File: src/rtl/iter_shift_unit.sv
// Multi-cycle shifter: SLL/SRL/SRA/ROTL by a run-time amount, at most STEP
// bit positions per clock, under a start/busy/done handshake.
module iter_shift_unit #(
  parameter int WIDTH   = 32,
  parameter int SHAMT_W = 5,
  parameter int STEP    = 1
) (
  input  logic               clk,
  input  logic               rst,
  input  logic               start,
  input  logic [1:0]         mode,
  input  logic [WIDTH-1:0]   data_in,
  input  logic [SHAMT_W-1:0] shamt,
  output logic               busy,
  output logic               done,
  output logic [WIDTH-1:0]   result
);

  typedef enum logic [1:0] {
    S_IDLE  = 2'b00,
    S_SHIFT = 2'b01,
    S_DONE  = 2'b10
  } state_t;

  localparam logic [1:0] M_SLL  = 2'b00;
  localparam logic [1:0] M_SRL  = 2'b01;
  localparam logic [1:0] M_SRA  = 2'b10;
  localparam logic [1:0] M_ROTL = 2'b11;

  localparam logic [SHAMT_W-1:0] STEP_K = SHAMT_W'(STEP);
  localparam logic [SHAMT_W-1:0] ONE_K  = SHAMT_W'(1);

  state_t               state;
  state_t               state_nxt;
  logic [WIDTH-1:0]     work;
  logic [1:0]           mode_q;
  logic [SHAMT_W-1:0]   remaining;
  logic [SHAMT_W-1:0]   step_k;
  logic [WIDTH-1:0]     work_nxt;
  logic                 last_step;

  // One partial shift by k positions, 1 <= k <= STEP. The rotate complement
  // WIDTH-k is taken modulo 2**SHAMT_W, which equals WIDTH.
  function automatic logic [WIDTH-1:0] shift_step(
    input logic [WIDTH-1:0]   w,
    input logic [1:0]         m,
    input logic [SHAMT_W-1:0] k
  );
    logic signed [WIDTH-1:0] ws;
    logic [SHAMT_W-1:0]      rk;
    logic [WIDTH-1:0]        r;
    ws = w;
    rk = ~k + ONE_K;
    case (m)
      M_SLL:   r = w << k;
      M_SRL:   r = w >> k;
      M_SRA:   r = ws >>> k;
      M_ROTL:  r = (w << k) | (w >> rk);
      default: r = w;
    endcase
    return r;
  endfunction

  always_comb begin
    step_k    = (remaining < STEP_K) ? remaining : STEP_K;
    last_step = (remaining == step_k);
    work_nxt  = shift_step(work, mode_q, step_k);
  end

  // State register
  always_ff @(posedge clk) begin
    if (rst) begin
      state <= S_IDLE;
    end else begin
      state <= state_nxt;
    end
  end

  // Next-state logic
  always_comb begin
    state_nxt = state;
    case (state)
      S_IDLE: begin
        if (start) begin
          state_nxt = (shamt == '0) ? S_DONE : S_SHIFT;
        end
      end
      S_SHIFT: begin
        if (last_step) begin
          state_nxt = S_DONE;
        end
      end
      S_DONE:  state_nxt = S_IDLE;
      default: state_nxt = S_IDLE;
    endcase
  end

  // Outputs decoded from registered state only
  always_comb begin
    busy = (state != S_IDLE);
    done = (state == S_DONE);
  end

  // Datapath: operand capture, iterative shift, result capture on entry to DONE
  always_ff @(posedge clk) begin
    if (rst) begin
      work      <= '0;
      mode_q    <= '0;
      remaining <= '0;
      result    <= '0;
    end else begin
      case (state)
        S_IDLE: begin
          if (start) begin
            work      <= data_in;
            mode_q    <= mode;
            remaining <= shamt;
            if (shamt == '0) begin
              result <= data_in;
            end
          end
        end
        S_SHIFT: begin
          work      <= work_nxt;
          remaining <= remaining - step_k;
          if (last_step) begin
            result <= work_nxt;
          end
        end
        default: begin
        end
      endcase
    end
  end

endmodule

File: config.mk
export PLATFORM = sky130hd
export DESIGN_NAME = iter_shift_unit
export DESIGN_NICKNAME = d
export VERILOG_FILES = /design/src/rtl/iter_shift_unit.sv
export SDC_FILE = /design/constraint.sdc
export NUM_CORES = 1
export LEC_CHECK = 0
export CORE_MARGIN = 4
export CORE_UTILIZATION = 65
export CTS_CLUSTER_SIZE = 8
export DETAILED_ROUTE_END_ITERATION = 8
export DONT_BUFFER_PORTS = 1
export HOLD_SLACK_MARGIN = 0.15
export PLACE_DENSITY = 0.86
export SLEW_MARGIN = 20
export SYNTH_ARGS = -nofsm -noshare
export SYNTH_HDL_FRONTEND = slang
export SYNTH_SLANG_ARGS = --single-unit
File: constraint.sdc
create_clock -name clk -period 5.6 [get_ports clk]
set_clock_uncertainty 0.05 [all_clocks]
set_input_delay 0.56 -clock clk [delete_from_list [all_inputs] [get_ports clk]]
set_output_delay 0.56 -clock clk [all_outputs]
set_load 0.01 [all_outputs]
Word level (Yosys, flattened, before mapping). Cells that the tools add are included.

Flip-flop bits (word level): 73. Word-level logic and storage cells: 46. Memories kept: 0. Latch bits: 0. RAM bits: 0. ROM bits: 0. Input bits: 42.

Equality and inequality tests: 9. Bitwise logic cells: 2. Div/mod/pow operators: 0. Reductions and logical operators: 9. Add/subtract/negate cells: 2. Shift operators: 4. Order comparisons: 1. Muxes and demuxes: 14. Multiply operators: 0.

Operators by type and width (number): 32-bit two-way mux (4); 32-bit case mux with 2 select lines (2); 32-bit case mux with 4 select lines (1); 32-bit by 5-bit right shift with 32-bit output (2); 32-bit OR (1); 32-bit by 5-bit << shifter with 32-bit output (1); 32-bit by 5-bit >>> shifter with 32-bit output (1); 5-bit two-way mux (2); 5-bit case mux with 2 select lines (1); 2-bit == test, second input constant (3); 2-bit two-way mux (3); 2-bit != test, second input constant (3); 2-bit AND reduction (3); 5-bit by 1-bit adder with 5-bit output, second input constant (1); 5-bit == test (1); 5-bit logical NOT (1); 5-bit by 1-bit < comparator with 1-bit output, second input constant (1); 5-bit inverter (1); 5-bit subtractor (1); 2-bit by 1-bit == test with 1-bit output, second input constant (2); 2-bit logical NOT (2); 2-bit case mux with 2 select lines (1); 4-bit AND reduction (1); 2-bit nonzero test (2).

Longest topological paths before layout.
Depth in word-level cells: 9. Mapped depth: 10. Mapped depth without buffers: 7.

Worst setup path after synthesis. No wires, ideal clock.

Path kind: register to register. Start point: reg remaining[2]. End point: reg result[3]. Setup slack: 3.231 ns. Data arrival time: 2.230 ns. Stages on the path, launching flop included: 11. Setup time: 0.089 ns. Path through: dfxtp_1 -> nor4_2 -> buf_2 -> buf_2 -> or2_2 -> ha_1 -> a31o_1 -> and2_1 -> buf_6 -> buf_6 -> a311oi_2.

Cells in the longest elaborated chain, start to end: 9.

RTL lines: start, declared (RTL line 37) `logic [SHAMT_W-1:0] remaining;`; start signal, assigned (RTL line 117) `remaining <= shamt;`; start signal, assigned (RTL line 125) `remaining <= remaining - step_k;`; 5-bit by 1-bit < comparator with 1-bit output (RTL line 65) `step_k = (remaining < STEP_K) ? remaining : STEP_K;`; 5-bit two-way mux (RTL line 65); 5-bit inverter (RTL line 53) `rk = ~k + ONE_K;`; 5-bit by 1-bit adder with 5-bit output (RTL line 53); 32-bit by 5-bit right shift with 32-bit output (RTL line 58) `M_ROTL: r = (w << k) | (w >> rk);`; 32-bit OR (RTL line 58); 32-bit case mux with 4 select lines (RTL line 54) `case (m)`; 32-bit two-way mux (RTL line 126) `if (last_step) begin`; 32-bit case mux with 2 select lines (RTL line 112) `case (state)`; end signal, assigned (RTL line 119) `result <= data_in;`; end signal, assigned (RTL line 127) `result <= work_nxt;`; end, declared (RTL line 16) `output logic [WIDTH-1:0] result`.

Parallel ways exist; a longest one is shown, timed or not. The select of a mux whose other input is x is not followed. A chain may end at the register's enable or synchronous reset.

Worst setup path in the final report.
Start point: in shamt[4]. End point: reg result[17].

Cells in the longest elaborated chain, start to end: 3.

RTL lines: start, declared (RTL line 13) `input logic [SHAMT_W-1:0] shamt,`; 5-bit logical NOT (RTL line 118) `if (shamt == '0) begin`; 2-bit != test (no source line); 4-bit AND reduction (no source line).

Every way passes these cells.

==> flow_summary_export.csv <==
group,metric,value,unit
critical_path,critical_path_arrival,3.02,ns
placement,gp_congestion,0.846,
critical_path,start_kind,"primary input",
floorplanning,placementRows,29,
critical_path,startpoint,"shamt[4]",
yosys,synth_top_area_share,33.9,%
yosys,synth_area,4310,sq um
timing,slew_viol_final,0,
yosys,synth-edff-count,0,
timing,tns,0,ns
critical_path,cp.required,5.73,ns
route,drt-total-wl,10800,um
timing,rsz0062_at_grt,"no",
clock_network,clk_pin_slew_worst_paths,0.08,ns
critical_path,reg2reg_to,"result[17]",
critical_path,critPathKind,"in -> reg",
clock_network,cts_resized,0,
clock_network,cts-hold-fix-buffers,0,
clock_network,cts_setup_buffers,0,
grt,gr-total-overflow,0,
finish,fillers,496,
yosys,synthTopCellsByArea,"dfxtp_1 34%, a311oi_2 8.7%, a21oi_1 7.4%",
clock_network,clock_path_buffers,2,
finish,synthToLayoutAreaGrowth,2.38,%
critical_path,r2r_start,"remaining[4]",
grt,grt_pass1_wl,17100,um
placement,port-buffer-count,0,
timing,fin_crit,2.89,ns
finish,drive_above_1_share,19.6,%
yosys,yosysWarnings,0,
power,max-vdd-ir-drop,0.233,mV
floorplanning,die_h,89.4,um
yosys,synthCells,470,
critical_path,critPathCaptureType,"flop",
grt,track_usage,27.7,%
finish,diodes,0,
route,vias,3632,
clock_network,cts.sinks,73,
clock_network,cts_made_buffers,9,
grt,antenna_found_initial,0,
route,postRouteAntennaNets,0,
route,wl_per_cell,20.8,um
floorplanning,initial_core_util,67.5,%
yosys,ys_seq_area_share,33.9,%
finish,mostFrequentLayoutCell,"dfxtp_1",
finish,stdcell_area,4410,sq um
route,drt-vias-per-instance,6.96,
grt,grt_pass1_vias,3507,
route,drt_first_pass_iters,5,
finish,finalNetCount,484,
yosys,async_flop_share,0,%
finish,multi_input_area,2570,sq um
critical_path,worstPathMaxFanout,35,
timing,post-route-period-util,51.6,%
critical_path,rr_worst_depth,7,
power,powerDensity,369,nW/um^2
placement,placed_area,4220,sq um
run,drv_cap,0,
route,drtIter0Drc,373,
yosys,synth-seq-cells,73,
finish,final_cell_mix,"73 x dfxtp_1, 64 x a21oi_1, 61 x nand2_1",
critical_path,cp-endpoint,"result[17]",
yosys,syn_nets,513,
min_path,hold_class,"in -> reg",
yosys,synth_ff_type,"dfxtp_1",
run_status,outcome,"completed",
power,cellLeakagePower,1.57,nW
timing,finalHoldViolations,0,
yosys,syn_avg_cell_area,9.17,sq um
timing,slew_headroom,36.3,%
clock_network,root_buffer,"clkbuf_8",
floorplanning,die_area,8000,sq um
floorplanning,ios,76,
finish,regArea,1460,sq um
yosys,synth_area_leader_cell,"dfxtp_1",
clock_network,clk_latency,0.35,ns
critical_path,rrSetupSlack,2.74,ns
clock_network,cts_max_level,3,
timing,whs,0.213,ns
timing,finalSetupViolations,0,
timing,clock.fmax,0.346,GHz
timing,worst_pin_slew,0.955,ns
placement,place_hpwl,6860,um
floorplanning,dieWidth,89.4,um
yosys,yosysUniqueCellTypes,49,
clock_network,cts_tree,"done",
route,drc,0,
grt,grt_max_degree,74,
floorplanning,core,6390,sq um
==> kinds of logic after synthesis <==
kind of cell               after synthesis  synth area share (%)
AOI/OAI and AO/OA                      153                  28.1
muxes                                   57                  14.7
xor gates and xnor gates                 1                 0.378
adders and majority gates                2                 0.523
and+or+nand+nor                        126                  15.4
DFF                                     73                  33.9
buffers and inverters                   58                  7.00
==> worst min path at each step <==
stage / from / to / depth (start not counted)
3_3_place_gp: work[0] / work[0] / 2
3_5_place_dp: work[0] / work[0] / 2
5_1_grt: rst / result[30] / 1
4_1_cts: rst / result[30] / 1
2_1_floorplan: work[0] / work[0] / 2
6_report: rst / result[21] / 1
==> where the power goes <==
| group | leakage (nW) | internal (mW) | switching, mW |
|---|---|---|---|
| registers | 0.599 | 0.590 | 0.0864 |
| clock network | 0.102 | 0.226 | 0.193 |
| logic | 0.873 | 0.217 | 0.316 |
==> sequential cells by signal, indices dropped and copies added, names as in the netlist <==
register   cells
mode_q         2
result        32
remaining      5
work          32
state          2
==> through the flow <==
| stage | std cells | setup slack [ns] | utilization [%] | power, mW |
|---|---|---|---|---|
| CTS | 522 | 2.76 | 69.1 | 1.62 |
| global placement | 507 | 2.48 | 66.0 | 1.18 |
| floorplan | 470 | 3.23 | - | 1.12 |
| global route | 522 | 2.58 | 69.1 | 1.72 |
| detailed placement | 507 | 2.39 | 66.0 | 1.21 |
| finish | 522 | 2.71 | 69.1 | 1.63 |
==> critical path, stage by stage <==
cell      delay [ns]
or4_4           0.53
o21bai_4        0.72
and2_2          0.94
a311oi_2        0.22
==> routing by layer <==
metal / GRT usage, % / up-vias / part of all wire [%]
met3: 8.29 / 25 / 9.7
met4: 11.8 / 0 / 1.9
met1: 35.6 / 1762 / 41
met2: 43.0 / 152 / 48
li1: - / 1693 / -
met5: 0 / - / 0
==> synthesized netlist by cell type, drive strengths merged, types with 6 or more instances <==
cell    number
and2         7
mux2        51
o211ai      27
buf         29
inv         12
a311oi      29
a211oi      13
mux2i        6
clkbuf      17
nand3b      22
a21oi       64
dfxtp       73
nor2        14
nand2       61
==> cell type report <==
| type | count | area share (%) |
|---|---|---|
| clock inverters | 3 | 0.908 |
| inverters | 12 | 1.02 |
| multi-input cells | 339 | 58.2 |
| clock buffers | 12 | 3.52 |
| repair buffers | 6 | 1.02 |
| flip-flops and latches | 73 | 33.1 |
| well taps | 77 | 2.18 |
Note: power is estimated with default switching activity, not from simulation.
==> RTL change, RTL diff (same flow settings) <==
Re-encode `state_t` (3 states) as one-hot, 3 bits wide.
--- a/src/rtl/iter_shift_unit.sv
+++ b/src/rtl/iter_shift_unit.sv
@@ -16,10 +16,10 @@
   output logic [WIDTH-1:0]   result
 );
 
-  typedef enum logic [1:0] {
-    S_IDLE  = 2'b00,
-    S_SHIFT = 2'b01,
-    S_DONE  = 2'b10
+  typedef enum logic [2:0] {
+    S_IDLE  = 3'b001,
+    S_SHIFT = 3'b010,
+    S_DONE  = 3'b100
   } state_t;
 
   localparam logic [1:0] M_SLL  = 2'b00;
Behaviour: no difference found for any inputs over 4 cycles, from zero or initial values and one cycle with rst high; so few cycles prove little.
==> RTL change against the unedited design <==
- clock power rose by 31%
- utilization rose by 3.8 points
- count of clock-buffer cells in the layout fell by 3
- setup slack got worse by 0.23 ns
- power fell by 7.0%
- wire length fell by 3.9%
- critical endpoint is now result[11]$_SDFFE_PP0P_
- cell area rose by 0.68%
- sequential cell count rose by 1
- area after synthesis fell by 3.0%
- critical path type is now reg2reg
==> RTL change: results (changes against the unedited design) <==
Run status:
- Run status: finished clean (unchanged).

Placed design:
- The routability-driven placement congestion ratio is 0.8946 (was 0.8463).
- The cell count after placement is 496 (was 507).
- The setup slack after placement is 2.485 ns (was 2.391 ns).

Cells and area:
- The fraction of final layout cells sized beyond drive strength 1 is 20.78% (was 19.55%).

Synthesis:
- The post-synthesis mux area share is 15.77% (was 14.72%).
- The share of the yosys chip area belonging to registers is 35.43% (was 33.91%).
- The arithmetic-cell share of the synthesized area counting full adders, half adders and majority gates was 0.2992% (was 0.5226%).
- The mean cell area of the mapped netlist is 9.012 µm² (was 9.168 µm²).
- The count of unique library cells instantiated by Yosys is 45 (was 49).
- Top area cells in the synthesized netlist: sky130_fd_sc_hd__dfxtp_1 (35%), sky130_fd_sc_hd__a311oi_2 (10%), sky130_fd_sc_hd__mux2_2 (8.3%), sky130_fd_sc_hd__a21oi_1 (8.3%), sky130_fd_sc_hd__mux2i_1 (7.4%) (was sky130_fd_sc_hd__dfxtp_1 (34%), sky130_fd_sc_hd__a311oi_2 (8.7%), sky130_fd_sc_hd__a21oi_1 (7.4%), sky130_fd_sc_hd__mux2_2 (6.8%), sky130_fd_sc_hd__mux2_1 (6.5%)).
- The fraction of synthesized cell area in xor and xnor cells came to 0.2095% (was 0.3775%).

Timing:
- The slew at the pin closest to its max-slew limit came to 0.9619 ns (was 0.9552 ns).
- The minimum setup slack in the final design is 2.474 ns (was 2.708 ns).
- The worst slack on hold paths is 0.2171 ns (was 0.2134 ns).

Pwr:
- The peak supply drop is 181.3 µV (was 233.2 µV).
- The leakage power is 1.551 nW (was 1.574 nW).

Setup path:
- The capture point of the worst reg-to-reg path is result[11]$_SDFFE_PP0P_ (was result[17]$_SDFFE_PP0P_).
- The data arrival time of the critical path is 3.25 ns (was 3.02 ns).
- The maximum single-stage delay on the critical path is 0.84 ns (was 0.94 ns).
- The critical path launch point type is a flip-flop (was input pin).
- The source of the worst register-to-register timing path was remaining[1]$_SDFFE_PP0P_ (was remaining[4]$_SDFFE_PP0P_).

Global route:
- The global-route usage over all layers is 26.67% (was 27.68%).
- The largest net degree at the start of global routing is 100 (was 74).

Drt:
- The average vias per placed instance was 6.916 (was 6.958).
## RTL change: routing by layer
| layer | global-route usage [%] | up-vias | part of all wire [%] |
|---|---|---|---|
| li1 | - | 1685 | - |
| met2 | 44.46 | 114 | 48 |
| met1 | 32.45 | 1740 | 42 |
| met5 | 0 | - | 0 |
| met3 | 9.407 | 9 | 9.2 |
| met4 | 7.830 | 0 | 0.77 |
## RTL change: final cells by class
| class | instances | area [µm²] |
|---|---|---|
| Clock buffer | 9 | 123.9 |
| Clock inverter | 7 | 141.4 |
| Fill cell | 468 | 1654 |
| Inverter | 8 | 30.03 |
| Multi-Input combinational cell | 333 | 2499 |
| Sequential cell | 74 | 1481 |
| Tap cell | 75 | 93.84 |
| Timing Repair Buffer | 7 | 72.57 |
## RTL change: power groups by stage
stage	logic, mW	registers [mW]	clock network [mW]
floorplan	0.308	0.617	0
global placement	0.323	0.632	0
detailed placement	0.336	0.635	0
CTS	0.337	0.623	0.555
global route	0.377	0.630	0.578
finish	0.343	0.624	0.548
